==> src/rtl/lc3_writeback_stage.sv <==
// lc3_writeback_stage: LC-3 writeback (mux, regfile, psr, d1/d2 reads, wb_valid/wb_count); clock, reset, enable_writeback, W_control_in, npc/aluout/pcout/memout, sr1/sr2/dr in; d1/d2/psr/wb_valid/wb_count out; `define LC3_WB_BYPASS_EN for write-through forwarding
module lc3_writeback_stage #(
  parameter int DATA_W = 16,
  parameter int REG_AW = 3
) (
  input  logic              clock,
  input  logic              reset,
  input  logic              enable_writeback,
  input  logic [1:0]        W_control_in,
  input  logic [DATA_W-1:0] npc,
  input  logic [DATA_W-1:0] aluout,
  input  logic [DATA_W-1:0] pcout,
  input  logic [DATA_W-1:0] memout,
  input  logic [REG_AW-1:0] sr1,
  input  logic [REG_AW-1:0] sr2,
  input  logic [REG_AW-1:0] dr,
  output logic [DATA_W-1:0] d1,
  output logic [DATA_W-1:0] d2,
  output logic [2:0]        psr,
  output logic              wb_valid,
  output logic [15:0]       wb_count
);
  localparam int NUM_REGS = 2**REG_AW;
  logic [DATA_W-1:0] rf_q [NUM_REGS];
  logic [DATA_W-1:0] rf_d [NUM_REGS];
  logic [DATA_W-1:0] d1_q, d1_d, d2_q, d2_d, dr_in, rd1, rd2;
  logic [2:0]        psr_q, psr_d;
  logic              wb_valid_q, wb_valid_d;
  logic [15:0]       wb_count_q, wb_count_d;
  always_comb begin
    dr_in = W_control_in == 2'b00 ? aluout :
            W_control_in == 2'b01 ? memout :
            W_control_in == 2'b10 ? pcout : npc;
`ifdef LC3_WB_BYPASS_EN
    rd1 = sr1 == dr ? dr_in : rf_q[sr1];
    rd2 = sr2 == dr ? dr_in : rf_q[sr2];
`else
    rd1 = rf_q[sr1];
    rd2 = rf_q[sr2];
`endif
    rf_d = rf_q;
    rf_d[dr] = enable_writeback ? dr_in : rf_q[dr];
    psr_d = !enable_writeback ? psr_q :
            dr_in[DATA_W-1]   ? 3'b100 :
            dr_in == '0       ? 3'b010 : 3'b001;
    d1_d = enable_writeback ? rd1 : d1_q;
    d2_d = enable_writeback ? rd2 : d2_q;
    wb_valid_d = enable_writeback;
    wb_count_d = wb_count_q + 16'(enable_writeback);
  end
  always_ff @(posedge clock) begin
    if (reset) begin
      rf_q <= '{default: '0};
      d1_q <= '0;
      d2_q <= '0;
      psr_q <= '0;
      wb_valid_q <= 1'b0;
      wb_count_q <= '0;
    end else begin
      rf_q <= rf_d;
      d1_q <= d1_d;
      d2_q <= d2_d;
      psr_q <= psr_d;
      wb_valid_q <= wb_valid_d;
      wb_count_q <= wb_count_d;
    end
  end
  assign d1 = d1_q;
  assign d2 = d2_q;
  assign psr = psr_q;
  assign wb_valid = wb_valid_q;
  assign wb_count = wb_count_q;
endmodule
==> config.mk <==
export PLATFORM = sky130hd
export DESIGN_NAME = lc3_writeback_stage
export DESIGN_NICKNAME = d
export VERILOG_FILES = /design/src/rtl/lc3_writeback_stage.sv
export SDC_FILE = /design/constraint.sdc
export NUM_CORES = 1
export LEC_CHECK = 0
export ABC_AREA = 1
export BUFFER_PORTS_ARGS = -buffer_cell sky130_fd_sc_hd__buf_2
export CORE_MARGIN = 1.5
export CORE_UTILIZATION = 30
export DETAILED_ROUTE_END_ITERATION = 8
export PLACE_DENSITY = 0.48
export SYNTH_ARGS = -nofsm -noshare
export SYNTH_HDL_FRONTEND = slang
export SYNTH_SLANG_ARGS = --single-unit
==> constraint.sdc <==
create_clock -name clock -period 2.3 [get_ports clock]
set_input_delay 0.46 -clock clock [delete_from_list [all_inputs] [get_ports clock]]
set_output_delay 0.46 -clock clock [all_outputs]
set_load 0.01 [all_outputs]
# After elaboration in Yosys (flattened, before gate mapping)
# Cells that the tools add are included.
# op_classes
reduce_logical	3
magnitude_cmp	4
shifts	0
n_eq_ne	2
n_bitwise	3
n_mux	18
addsub	1
n_mul	0
div	0
# ops
operator	n
16-bit 2-to-1 mux	11
16-bit binary-select mux with 3-bit select	3
128-bit bitwise mux	1
16-bit demux with 3-bit select	1
16-bit by 1-bit adder with 16-bit output	1
16-bit zero test	1
4-bit >= comparator (second input constant)	3
3-bit inverter with 4-bit output	3
4-bit by 1-bit < comparator with 1-bit output (second input constant)	1
3-bit 2-to-1 mux	1
2-bit by 1-bit == test with 1-bit output (second input constant)	1
2-bit == test (second input constant)	1
2-bit zero test	1
2-bit 2-to-1 mux	1
1-bit logical AND	1
# totals
input_bits	78
elab_cells	44
regBits	180
ramBits	0
memories	0
out_inout_bits	52
mem_bits_ro	0
latchBits	0

# Longest topological paths before layout
# Gate-level depths: netlist of run 1.
# depth
depth_word	7
depth_mapped	15
ltp_nobuf	13

# Least setup slack after synthesis of run 1
# No wires, ideal clock.
# synth_timing
path_kind	input to register
startpoint	input port enable_writeback
endpoint	register wb_count_q[12], in the netlist wb_count[12]
setup_slack_ns	0.535
n_path_buf	0
required_time_ns	2.184
stages	11
setup_time_ns	0.116
t_arrival_ns	1.649
path_cell_list	ha_1 ha_1 nand2_1 nor2_1 nand2_1 nor2_1 nand2_1 nor3_2 nand2_1 o21ai_1 a21oi_1
# synth_via
elab_chain_len	1
# synth_rtl
element	line_no	source
start, declared	8	input logic enable_writeback,
16-bit by 1-bit adder with 16-bit output	49	wb_count_d = wb_count_q + 16'(enable_writeback);
end signal, assigned	65	wb_count_q <= wb_count_d;
end, declared	29	logic [15:0] wb_count_q, wb_count_d;
# No other way between the ends.
# A chain may end at the register's enable or synchronous reset.

# Worst setup path after layout of run 1
# layout_timing
startpoint	register wb_count_q[0], in the netlist wb_count[0]
endpoint	register wb_count_q[12], in the netlist wb_count[12]
# layout_via
elab_chain_len	1
# layout_rtl
element	line_no
16-bit by 1-bit adder with 16-bit output	49
# No other way between the ends.

==> results of run 1 <==
==> synth_stat cells, types with 2 or more instances <==
cell                         n  area [um^2]
sky130_fd_sc_hd__nand2_1   227        852.1
sky130_fd_sc_hd__o21ai_0   317         1587
sky130_fd_sc_hd__buf_1       8        30.03
sky130_fd_sc_hd__nand3b_1    9        67.56
sky130_fd_sc_hd__dfxtp_1   180         3603
sky130_fd_sc_hd__nand3_1    43        215.2
sky130_fd_sc_hd__buf_4       4        30.03
sky130_fd_sc_hd__o21ai_2     9        78.83
sky130_fd_sc_hd__o21ai_1     3        15.01
sky130_fd_sc_hd__nor2_1     39        146.4
sky130_fd_sc_hd__nor3_1      8        40.04
sky130_fd_sc_hd__nor2_2      3        18.77
sky130_fd_sc_hd__ha_1        2        25.02
sky130_fd_sc_hd__o22ai_2     5        62.56
sky130_fd_sc_hd__inv_1     119        446.7
sky130_fd_sc_hd__a21oi_1   307         1536
sky130_fd_sc_hd__clkbuf_1   82        307.8
sky130_fd_sc_hd__o211ai_1   12        90.09
sky130_fd_sc_hd__nand2_2     4        25.02
sky130_fd_sc_hd__inv_2       6        22.52
sky130_fd_sc_hd__buf_2      18        90.09
sky130_fd_sc_hd__nand4_1     4        25.02
sky130_fd_sc_hd__o221ai_1    5        43.79
sky130_fd_sc_hd__inv_4       2        12.51
sky130_fd_sc_hd__o21a_1      3        22.52
sky130_fd_sc_hd__buf_6       8        90.09
sky130_fd_sc_hd__o22ai_1    32        200.2
==> final timing paths <==
kind / slack, ns / startpoint / cells past startpoint / to
setup reg to reg: 0.49 / wb_count[0]$_SDFF_PP0_ / 11 / wb_count[12]$_SDFF_PP0_
hold / removal: 0.39 / enable_writeback / 4 / wb_count[0]$_SDFF_PP0_
hold reg to reg: 0.46 / wb_count[15]$_SDFF_PP0_ / 2 / wb_count[15]$_SDFF_PP0_
setup / recovery: 0.49 / wb_count[0]$_SDFF_PP0_ / 11 / wb_count[12]$_SDFF_PP0_
==> power groups by stage <==
stage	registers [mW]	logic [mW]	clock network (mW)
3_5_place_dp	3.46	1.34	0
5_1_grt	3.41	1.49	3.54
3_3_place_gp	3.46	1.34	0
2_1_floorplan	3.46	0.799	0
4_1_cts	3.39	1.35	3.39
6_report	3.39	1.34	3.31
==> routing by layer <==
| metal | up-vias | wire length (um) |
|---|---|---|
| met1 | 4805 | 16340 |
| met5 | - | 0 |
| met2 | 327 | 15950 |
| li1 | 5235 | - |
| met3 | 28 | 2048 |
| met4 | 0 | 684 |
==> cell families (layout without fill, tap and decap cells) <==
| group | Yosys count | count (layout) | synth area share |
|---|---|---|---|
| xor+xnor | 1 | 1 | 0.0008947 |
| flops | 180 | 180 | 0.3681 |
| buf+inv | 248 | 349 | 0.1056 |
| simple gates | 341 | 341 | 0.1458 |
| fa+ha+maj | 2 | 2 | 0.002556 |
| compound gates | 699 | 699 | 0.3771 |
==> flip-flops by register name, indices dropped and copies added (netlist names) <==
name      flops
d2           16
rf_q        128
d1           16
wb_valid      1
psr           3
wb_count     16
==> stage by stage <==
stage / std cells / hold WS, ns
2_1_floorplan: 1471 / 0.4766
3_3_place_gp: 1976 / 0.4486
3_5_place_dp: 1976 / 0.4481
4_1_cts: 2007 / 0.3695
5_1_grt: 2007 / 0.4005
6_report: 2007 / 0.3854
==> worst max-delay path, delay by kind of cell (launching register included) <==
family	cells	cell delay, ns
fa+ha+maj	2	0.34
simple gates	7	0.88
compound gates	2	0.17
flops	1	0.33
==> cell type report <==
cell class                 instances  area (um^2)  share of cell area
tap                              435        544.3             0.04635
multi-input combinational       1043         5154              0.4389
clock inverter                    13        217.7             0.01854
clock buffer                      18        439.2             0.03740
timing repair buffer             190         1296              0.1104
inverter                         128        488.0             0.04156
sequential                       180         3603              0.3069
==> results.toml, run 1 <==
[grt]
top_usage_layer = "met2"
grt_start_max_net_pins = 65
grt_util_met2 = 0.3395
antenna_found_initial = 0
global_route.usage.met1 = 0.2845
grt_pass1_vias = 9630
grtUsageMet3 = 0.03071
grt.overflow.total = 0
global_route_wire_length_before_repair_um = 54370
grtUsageTotal = 0.2084

[worst_hold_path]
min-delay-path-class = "in2reg"

[yosys]
synth_cell_type_count = 39
ys.flop_type = "sky130_fd_sc_hd__dfxtp_1"
synthesis.instances = 1471
mappedNetlistNets = 1551
synth.cell_area_um2 = 9791
post_synth_edffs = 0
synth-seq-area-share = 0.3681
syn_area_per_cell_um2 = 6.656
synthesis.yosys.warnings = 0
ys_seq_elements = 180
synth-async-reset-ratio = 0

[cts]
cts_resized = 0
cts_setup_buffers = 0
max-clock-path-buffers = 2
cts_tree = "built"
clk-insertion-delay-late_ns = 0.44
worst_setup_hold_path_clk_slew_ns = 0.08
numClockSinks = 180
cts_made_buffers = 17
ctsRootBufferMaster = "sky130_fd_sc_hd__clkbuf_16"
ctsHoldBuffers = 0
cts.htree.levels = 4

[worst_setup_path]
critical_path.max_fanout = 3
cpPeakStageDelay_ns = 0.33
critical_path.endpoint_type = "flip-flop"
critical_path.cell_chain = "ha_1 -> ha_1 -> nand2_1 -> nor2_1 -> nand2_1 -> nor2_1 -> nand2_1 -> nor3_2 -> nand2_1 -> o21ai_1 -> a21oi_1"
worst_setup_path_start_kind = "flip-flop"
critical_path.most_common_cell = "sky130_fd_sc_hd__nand2_1"
setup.worst_path.class = "reg2reg"
critical_path_slowest_stage_cell = "sky130_fd_sc_hd__dfxtp_1"
worstPathArrival_ns = 2.15
timing.critical_path.required_ns = 2.64

[power]
sequential_group_share_of_total_power = 0.421
powerDensity_nw_per_um2 = 685.4
p_clk_frac = 0.412
post-layout-total-power_mw = 8.048
power.leakage_nw = 4.793
power.switching_fraction = 0.2889
combinationalPowerShare = 0.167
max-vdd-ir-drop_uv = 485.6
power.net_switching_mw = 2.325
intPower_mw = 5.723

[routing]
drcViolationCount = 0
final_antenna_net_count = 0
vias_per_cell = 5.179
num_vias = 10395
totalWireLength_um = 35020
wl_cell_um = 17.45
dr.pass1.iters = 5
drtIter0Drc = 866

[outcome]
outcome = "complete, no violations"

[sta]
max_freq_mhz = 551.8
finalClockSkew_ns = 0.01266
report.final.hold_viol_count = 0
min_period_over_period = 0.7879
tightestPinTransition_ns = 0.5457
rsz0062_at_grt = "no"
worst_slew_margin_rel = 0.6357
finalWorstPathRequiredPeriod_ns = 1.812
setup_slack_ns = 0.4879
timing.final.max_slew_violations = 0
finalSetupViolations = 0
total_negative_slack_for_setup_checks_ns = 0

[cells_and_area]
mostFrequentLayoutCell = "sky130_fd_sc_hd__o21ai_0"
final_core_utilization = 0.3693
flow.area_growth_from_synthesis_pct = 19.94
antenna_cells_inserted = 0
num-fill-cells = 3457
final_layout_size_suffix_gt1_frac = 0.1622
mostFrequentLayoutCells = "317 x sky130_fd_sc_hd__o21ai_0, 307 x sky130_fd_sc_hd__a21oi_1, 227 x sky130_fd_sc_hd__nand2_1"
final_area_um2 = 11740
finalNetCount = 1640

[placement]
detailed_place.area_um2 = 11090
place_hpwl_um = 23590
pre_cts_slack_ns = 0.2012
gp_routability_congestion = 0.8172
io_buffers = 129

[run]
max_cap_violations = 0

[floorplan]
die_footprint_um2 = 33730
core-area_um2 = 31800
dieHeight_um = 183.7
num_io_pins = 130
floorplan.rows = 65
initial_core_util = 0.3079
dieWidth_um = 183.7
Note: power is estimated with default switching activity, not from simulation.
==> inputs of run 2 (changes only) <==
- PLACE_DENSITY: 0.48 -> 0.5
- clock period: 2.3 -> 1.54 ns (I/O delays scaled with it)
==> run 2 against run 1 <==
The run now ends with setup timing left. Fmax up 15%. Final area grew 6.7%. Total power rose by 46%. Clock power rose by 35%. Sequential share of layout area is 1.9 points lower. Wire length is 0.41% higher. Critical endpoint unchanged. Die area did not move. Utilization increased by 2.5 points. Register-to-register slack got worse by 0.53 ns. Cell count is 3.7% higher. Count of clock-buffer cells in the layout shrank 1.
==> results.toml, run 2 (synthesis results as in run 1) <==
[placement]
place_hpwl_um = 24900
dpl.cell_count = 2046
io_buffers = 129
detailed_place.area_um2 = 11880
pre_cts_slack_ns = -0.2910
gp_routability_congestion = 0.8820

[power]
post-layout-total-power_mw = 11.76
power.leakage_nw = 5.229
max-vdd-ir-drop_uv = 693.0
powerDensity_nw_per_um2 = 938.6

[routing]
num_vias = 10685
final_antenna_net_count = 0
drcViolationCount = 0
totalWireLength_um = 35160
vias_per_cell = 5.135
drtIter0Drc = 1115
wl_cell_um = 16.90
dr.pass1.iters = 6

[outcome]
outcome = "complete, but fails checks"
violated_checks = "setup timing"

[worst_setup_path]
timing.critical_path.required_ns = 1.89
worst_setup_path_start_kind = "flip-flop"
critical_path.cell_chain = "ha_4 -> ha_4 -> nand2_4 -> nor2_4 -> nand2_2 -> nor2_4 -> nand2_2 -> nor3_4 -> nand2_1 -> o21ai_1 -> a21oi_1"
cpPeakStageDelay_ns = 0.35
critical_path_slowest_stage_cell = "sky130_fd_sc_hd__dfxtp_2"
setup.worst_path.class = "reg2reg"
critical_path.max_fanout = 3
worstPathArrival_ns = 1.92
critical_path.endpoint_type = "flip-flop"

[cells_and_area]
registers.top_by_ff_count = "rf_q"
finalNetCount = 1713
largest_register_ffs = 128
mostFrequentLayoutCells = "316 x sky130_fd_sc_hd__o21ai_0, 306 x sky130_fd_sc_hd__a21oi_1, 223 x sky130_fd_sc_hd__nand2_1"
flow.area_growth_from_synthesis_pct = 28.01
layout.cells.non_filler = 2081
antenna_cells_inserted = 0
final_layout_size_suffix_gt1_frac = 0.2096
mostFrequentLayoutCell = "sky130_fd_sc_hd__o21ai_0"
final_area_um2 = 12530

[sta]
finalWorstPathRequiredPeriod_ns = 1.579
report.final.hold_viol_count = 0
finalSetupViolations = 1
tightestPinTransition_ns = 0.4444
worst_slew_margin_rel = 0.7038
max_freq_mhz = 633.3
rsz0062_at_grt = "yes"
finalClockSkew_ns = 0.01443
setup_slack_ns = -0.03897
timing.final.max_slew_violations = 0
min_period_over_period = 1.025

[floorplan]
num_io_pins = 130
initial_core_util = 0.3079
core-area_um2 = 31800
floorplan.rows = 65
dieWidth_um = 183.7
die_footprint_um2 = 33730
dieHeight_um = 183.7

[grt]
grt_pass1_vias = 9916
grt_start_max_net_pins = 51
grtUsageTotal = 0.2100
global_route_wire_length_before_repair_um = 55260
top_usage_layer = "met2"
grtUsageMet3 = 0.02952
antenna_found_initial = 0
global_route.usage.met1 = 0.2810
grt.overflow.total = 0
grt_util_met2 = 0.3494

[run]
max_cap_violations = 0

[cts]
numClockSinks = 180
ctsHoldBuffers = 0
cts_made_buffers = 17
worst_setup_hold_path_clk_slew_ns = 0.08
ctsRootBufferMaster = "sky130_fd_sc_hd__clkbuf_16"
cts.htree.levels = 4
max-clock-path-buffers = 2
cts_tree = "built"
clk-insertion-delay-late_ns = 0.44

[worst_hold_path]
min-delay-path-class = "in2reg"
==> run 2: cell count changes in the layout (fill, tap and decap cells not counted), moves of 4 or more <==
| cell | previous run | this run |
|---|---|---|
| sky130_fd_sc_hd__nand2_1 | 227 | 223 |
| sky130_fd_sc_hd__bufinv_16 | 5 | 1 |
| sky130_fd_sc_hd__inv_8 | 0 | 5 |
| sky130_fd_sc_hd__buf_4 | 48 | 103 |
| sky130_fd_sc_hd__buf_12 | 15 | 33 |
==> run 2: power breakdown <==
group / switching (mW) / internal (mW)
logic: 1.35 / 0.870
registers: 0.167 / 4.90
clock network: 2.17 / 2.31
total: 3.68 / 8.08
==> run 2: through the flow <==
step	setup TNS (ns)	hold slack, ns	utilization
6_report	-0.03897	0.2565	0.3941
5_1_grt	-0.5145	0.2595	0.3941
3_3_place_gp	-23.33	0.4422	0.3734
2_1_floorplan	-0.002694	0.4626	-
4_1_cts	-0.1010	0.2428	0.3927
3_5_place_dp	-26.36	0.4548	0.3734
==> run 2: final timing paths <==
path / depth (start not counted) / end / slack, ns / from
worst min-delay path: 3 / wb_count[0]$_SDFF_PP0_ / 0.26 / reset
worst max-delay path: 11 / wb_count[12]$_SDFF_PP0_ / -0.04 / wb_count[0]$_SDFF_PP0_
worst max register to register: 11 / wb_count[12]$_SDFF_PP0_ / -0.04 / wb_count[0]$_SDFF_PP0_
worst min register to register: 2 / psr[1]$_SDFFE_PP0P_ / 0.46 / psr[1]$_SDFFE_PP0P_
==> run 2: repair_timing <==
action,4_1_cts,5_1_grt
gates resized for setup,5,8
pin swaps,0,4
setup buffers,1,2
endpoints found under the setup margin,5,7
==> run 2: final cells by class <==
class                      count  area [um^2]
clock buffer                  17        425.4
sequential                   180         3606
timing repair buffer         263         2069
multi-input combinational   1043         5236
clock inverter                15        163.9
inverter                     128        488.0
fill                        3393        19270
tap                          435        544.3
==> run 2: worst max-delay path, delay by kind of cell, from the launching register on <==
family | cells | cell delay, ns
adder cells (fa/ha/maj) | 2 | 0.29
flip-flops | 1 | 0.35
AND/OR/NAND/NOR | 7 | 0.66
AO/OA/AOI/OAI | 2 | 0.17
==> run 2: per-layer routing <==
metal | share of wire | vias up
met5 | 0 | -
met4 | 0.022 | 0
met3 | 0.052 | 44
met2 | 0.47 | 323
met1 | 0.46 | 4942
li1 | - | 5376
==> inputs of run 3 (changes only) <==
- CORE_UTILIZATION: 30 -> 45
- PLACE_DENSITY: 0.5 -> 0.68
==> run 3 against run 2 <==
The run still ends with setup timing left. Fmax is 0.77% higher. Utilization is 18 points higher. Via count is 1.4% higher. Cell count is 8.7% lower. Non-clock buffer count is 21 lower. Clock power is 8.3% lower. Critical endpoint is now wb_count[14]$_SDFF_PP0_. Wire length is 7.6% lower.
==> results.toml, run 3 (synthesis results as in run 1) <==
[grt]
grt_start_max_net_pins = 58
grt.overflow.total = 0
antenna_found_initial = 0
grt_pass1_vias = 10098
grtUsageTotal = 0.2923
global_route_wire_length_before_repair_um = 51640

[cells_and_area]
mostFrequentLayoutCells = "316 x sky130_fd_sc_hd__o21ai_0, 306 x sky130_fd_sc_hd__a21oi_1, 224 x sky130_fd_sc_hd__nand2_1"
multi_input_area_um2 = 5241
layout.cells.non_filler = 1900
largest_register_ffs = 128
antenna_cells_inserted = 0
register_area_um2 = 3605
flow.area_growth_from_synthesis_pct = 23.04
final_layout_size_suffix_gt1_frac = 0.1963
registers.top_by_ff_count = "rf_q"
num-fill-cells = 2011
final_core_utilization = 0.5695
finalNetCount = 1692
mostFrequentLayoutCell = "sky130_fd_sc_hd__o21ai_0"

[cts]
ctsRootBufferMaster = "sky130_fd_sc_hd__clkbuf_16"
cts.htree.levels = 4
worst_setup_hold_path_clk_slew_ns = 0.07
clk-insertion-delay-late_ns = 0.44
numClockSinks = 180
cts_made_buffers = 17
max-clock-path-buffers = 2
cts_tree = "built"

[sta]
total_negative_slack_for_setup_checks_ns = -0.04283
min_period_over_period = 1.017
finalWorstPathRequiredPeriod_ns = 1.567
setup_slack_ns = -0.02691
max_freq_mhz = 638.2
rsz0062_at_grt = "yes"
finalClockSkew_ns = 0.006339
report.final.hold_viol_count = 0
worst_slew_margin_rel = 0.7071
timing.final.max_slew_violations = 0
finalSetupViolations = 2
tightestPinTransition_ns = 0.4393

[run]
max_cap_violations = 0

[floorplan]
dieWidth_um = 150.5
num_io_pins = 130
dieHeight_um = 150.5
die_footprint_um2 = 22650
core-area_um2 = 21150
floorplan.rows = 53
initial_core_util = 0.4628

[routing]
vias_per_cell = 5.705
totalWireLength_um = 32490
dr.pass1.iters = 5
wl_cell_um = 17.10
drcViolationCount = 0
drtIter0Drc = 1228
num_vias = 10839
final_antenna_net_count = 0

[power]
powerDensity_nw_per_um2 = 938.3
combinationalPowerShare = 0.188
power.net_switching_mw = 3.455
p_clk_frac = 0.364
intPower_mw = 7.848
sequential_group_share_of_total_power = 0.449
power.switching_fraction = 0.3057
power.leakage_nw = 5.095
max-vdd-ir-drop_uv = 620.8

[worst_setup_path]
critical_path.max_fanout = 3
critical_path.endpoint_type = "flip-flop"
timing.reg2reg.setup_slack_ns = -0.03
crit-reg2reg-capture = "wb_count[14]$_SDFF_PP0_"
worst_setup_path_start_kind = "flip-flop"
cpPeakStageDelay_ns = 0.35
timing.critical_path.required_ns = 1.88
critical_path.cell_chain = "ha_4 -> ha_4 -> nand2_4 -> nor2_4 -> nand2_2 -> nor2_4 -> nand2_1 -> nor3_1 -> nand2_1 -> o21ai_1 -> a21oi_1"
setup.worst_path.class = "reg2reg"
worstPathArrival_ns = 1.91
reg2reg_depth = 11
critical_path_slowest_stage_cell = "sky130_fd_sc_hd__dfxtp_2"
startpoint_of_the_most_critical_register_to_register_path = "wb_count[0]$_SDFF_PP0_"

[placement]
io_buffers = 129
gp_routability_congestion = 0.9064
dpl.cell_count = 1867
place_hpwl_um = 22750
pre_cts_slack_ns = -0.2903

[outcome]
violated_checks = "setup timing"
outcome = "complete, but fails checks"

[worst_hold_path]
holdPathStages = 3
worst_hold_path.endpoint = "psr[1]$_SDFFE_PP0P_"
min-delay-path-class = "in2reg"
min-delay-start = "reset"
[run 3: cell types whose count changed in the layout (fill, tap and decap cells not counted), sizes merged]
cell	delta
clkinv	+2
bufinv	-1
clkbuf	+2
buf	-21
clkinvlp	+2
inv	-5
[run 3: layout make-up]
cell class / count / share of cell area
Multi-Input combinational cell: 1043 / 0.4351
Sequential cell: 180 / 0.2992
Timing Repair Buffer: 242 / 0.1514
Inverter: 128 / 0.04040
Clock buffer: 19 / 0.03677
Tap cell: 275 / 0.02856
Clock inverter: 13 / 0.008517
[run 3: timing repair]
item,4_1_cts,5_1_grt
hold buffers,0,0
gates resized for setup,4,8
setup buffers,1,0
endpoints found under the setup margin,3,17
pin swaps,1,3
[run 3: per-stage QoR]
stage                     hold WS, ns  power [mW]  cell area [um^2]
final                          0.2684       11.30             12050
after global routing           0.2870       11.79             12050
after CTS                      0.2589       11.33             12020
after detailed placement       0.4535       7.249             11440
after global placement         0.4461       7.212             11440
after floorplan                0.4626       6.362              9829
[run 3: metal layers]
layer  up-vias  global-route usage  routed length (um)
li1       5335                   -                   -
met1      4895              0.3870               13850
met2       526              0.4603               14500
met3        83             0.04788                2742
met4         0              0.1446                1397
met5         -                   0                   0
[run 3: critical path: cells and delay by family, from the launching register on]
family	cells	cell delay [ns]
compound gates	2	0.17
fa+ha+maj	2	0.28
flops	1	0.35
simple gates	7	0.67
[run 3: worst max path at each step]
stage / to / cells past startpoint / startpoint
finish: wb_count[14]$_SDFF_PP0_ / 11 / wb_count[0]$_SDFF_PP0_
CTS: wb_count[12]$_SDFF_PP0_ / 11 / wb_count[0]$_SDFF_PP0_
detailed placement: psr[1]$_SDFFE_PP0P_ / 11 / W_control_in[0]
floorplan: wb_count[12]$_SDFF_PP0_ / 11 / wb_count[0]$_SDFF_PP0_
global route: wb_count[14]$_SDFF_PP0_ / 11 / wb_count[0]$_SDFF_PP0_
global placement: wb_count[12]$_SDFF_PP0_ / 12 / enable_writeback
[run 3: power groups by stage]
stage / clock network [mW] / logic (mW) / registers [mW]
after global placement: 0 / 2.05 / 5.17
after CTS: 4.17 / 2.09 / 5.07
final: 4.11 / 2.12 / 5.07
after floorplan: 0 / 1.20 / 5.17
after global routing: 4.35 / 2.33 / 5.10
after detailed placement: 0 / 2.08 / 5.17
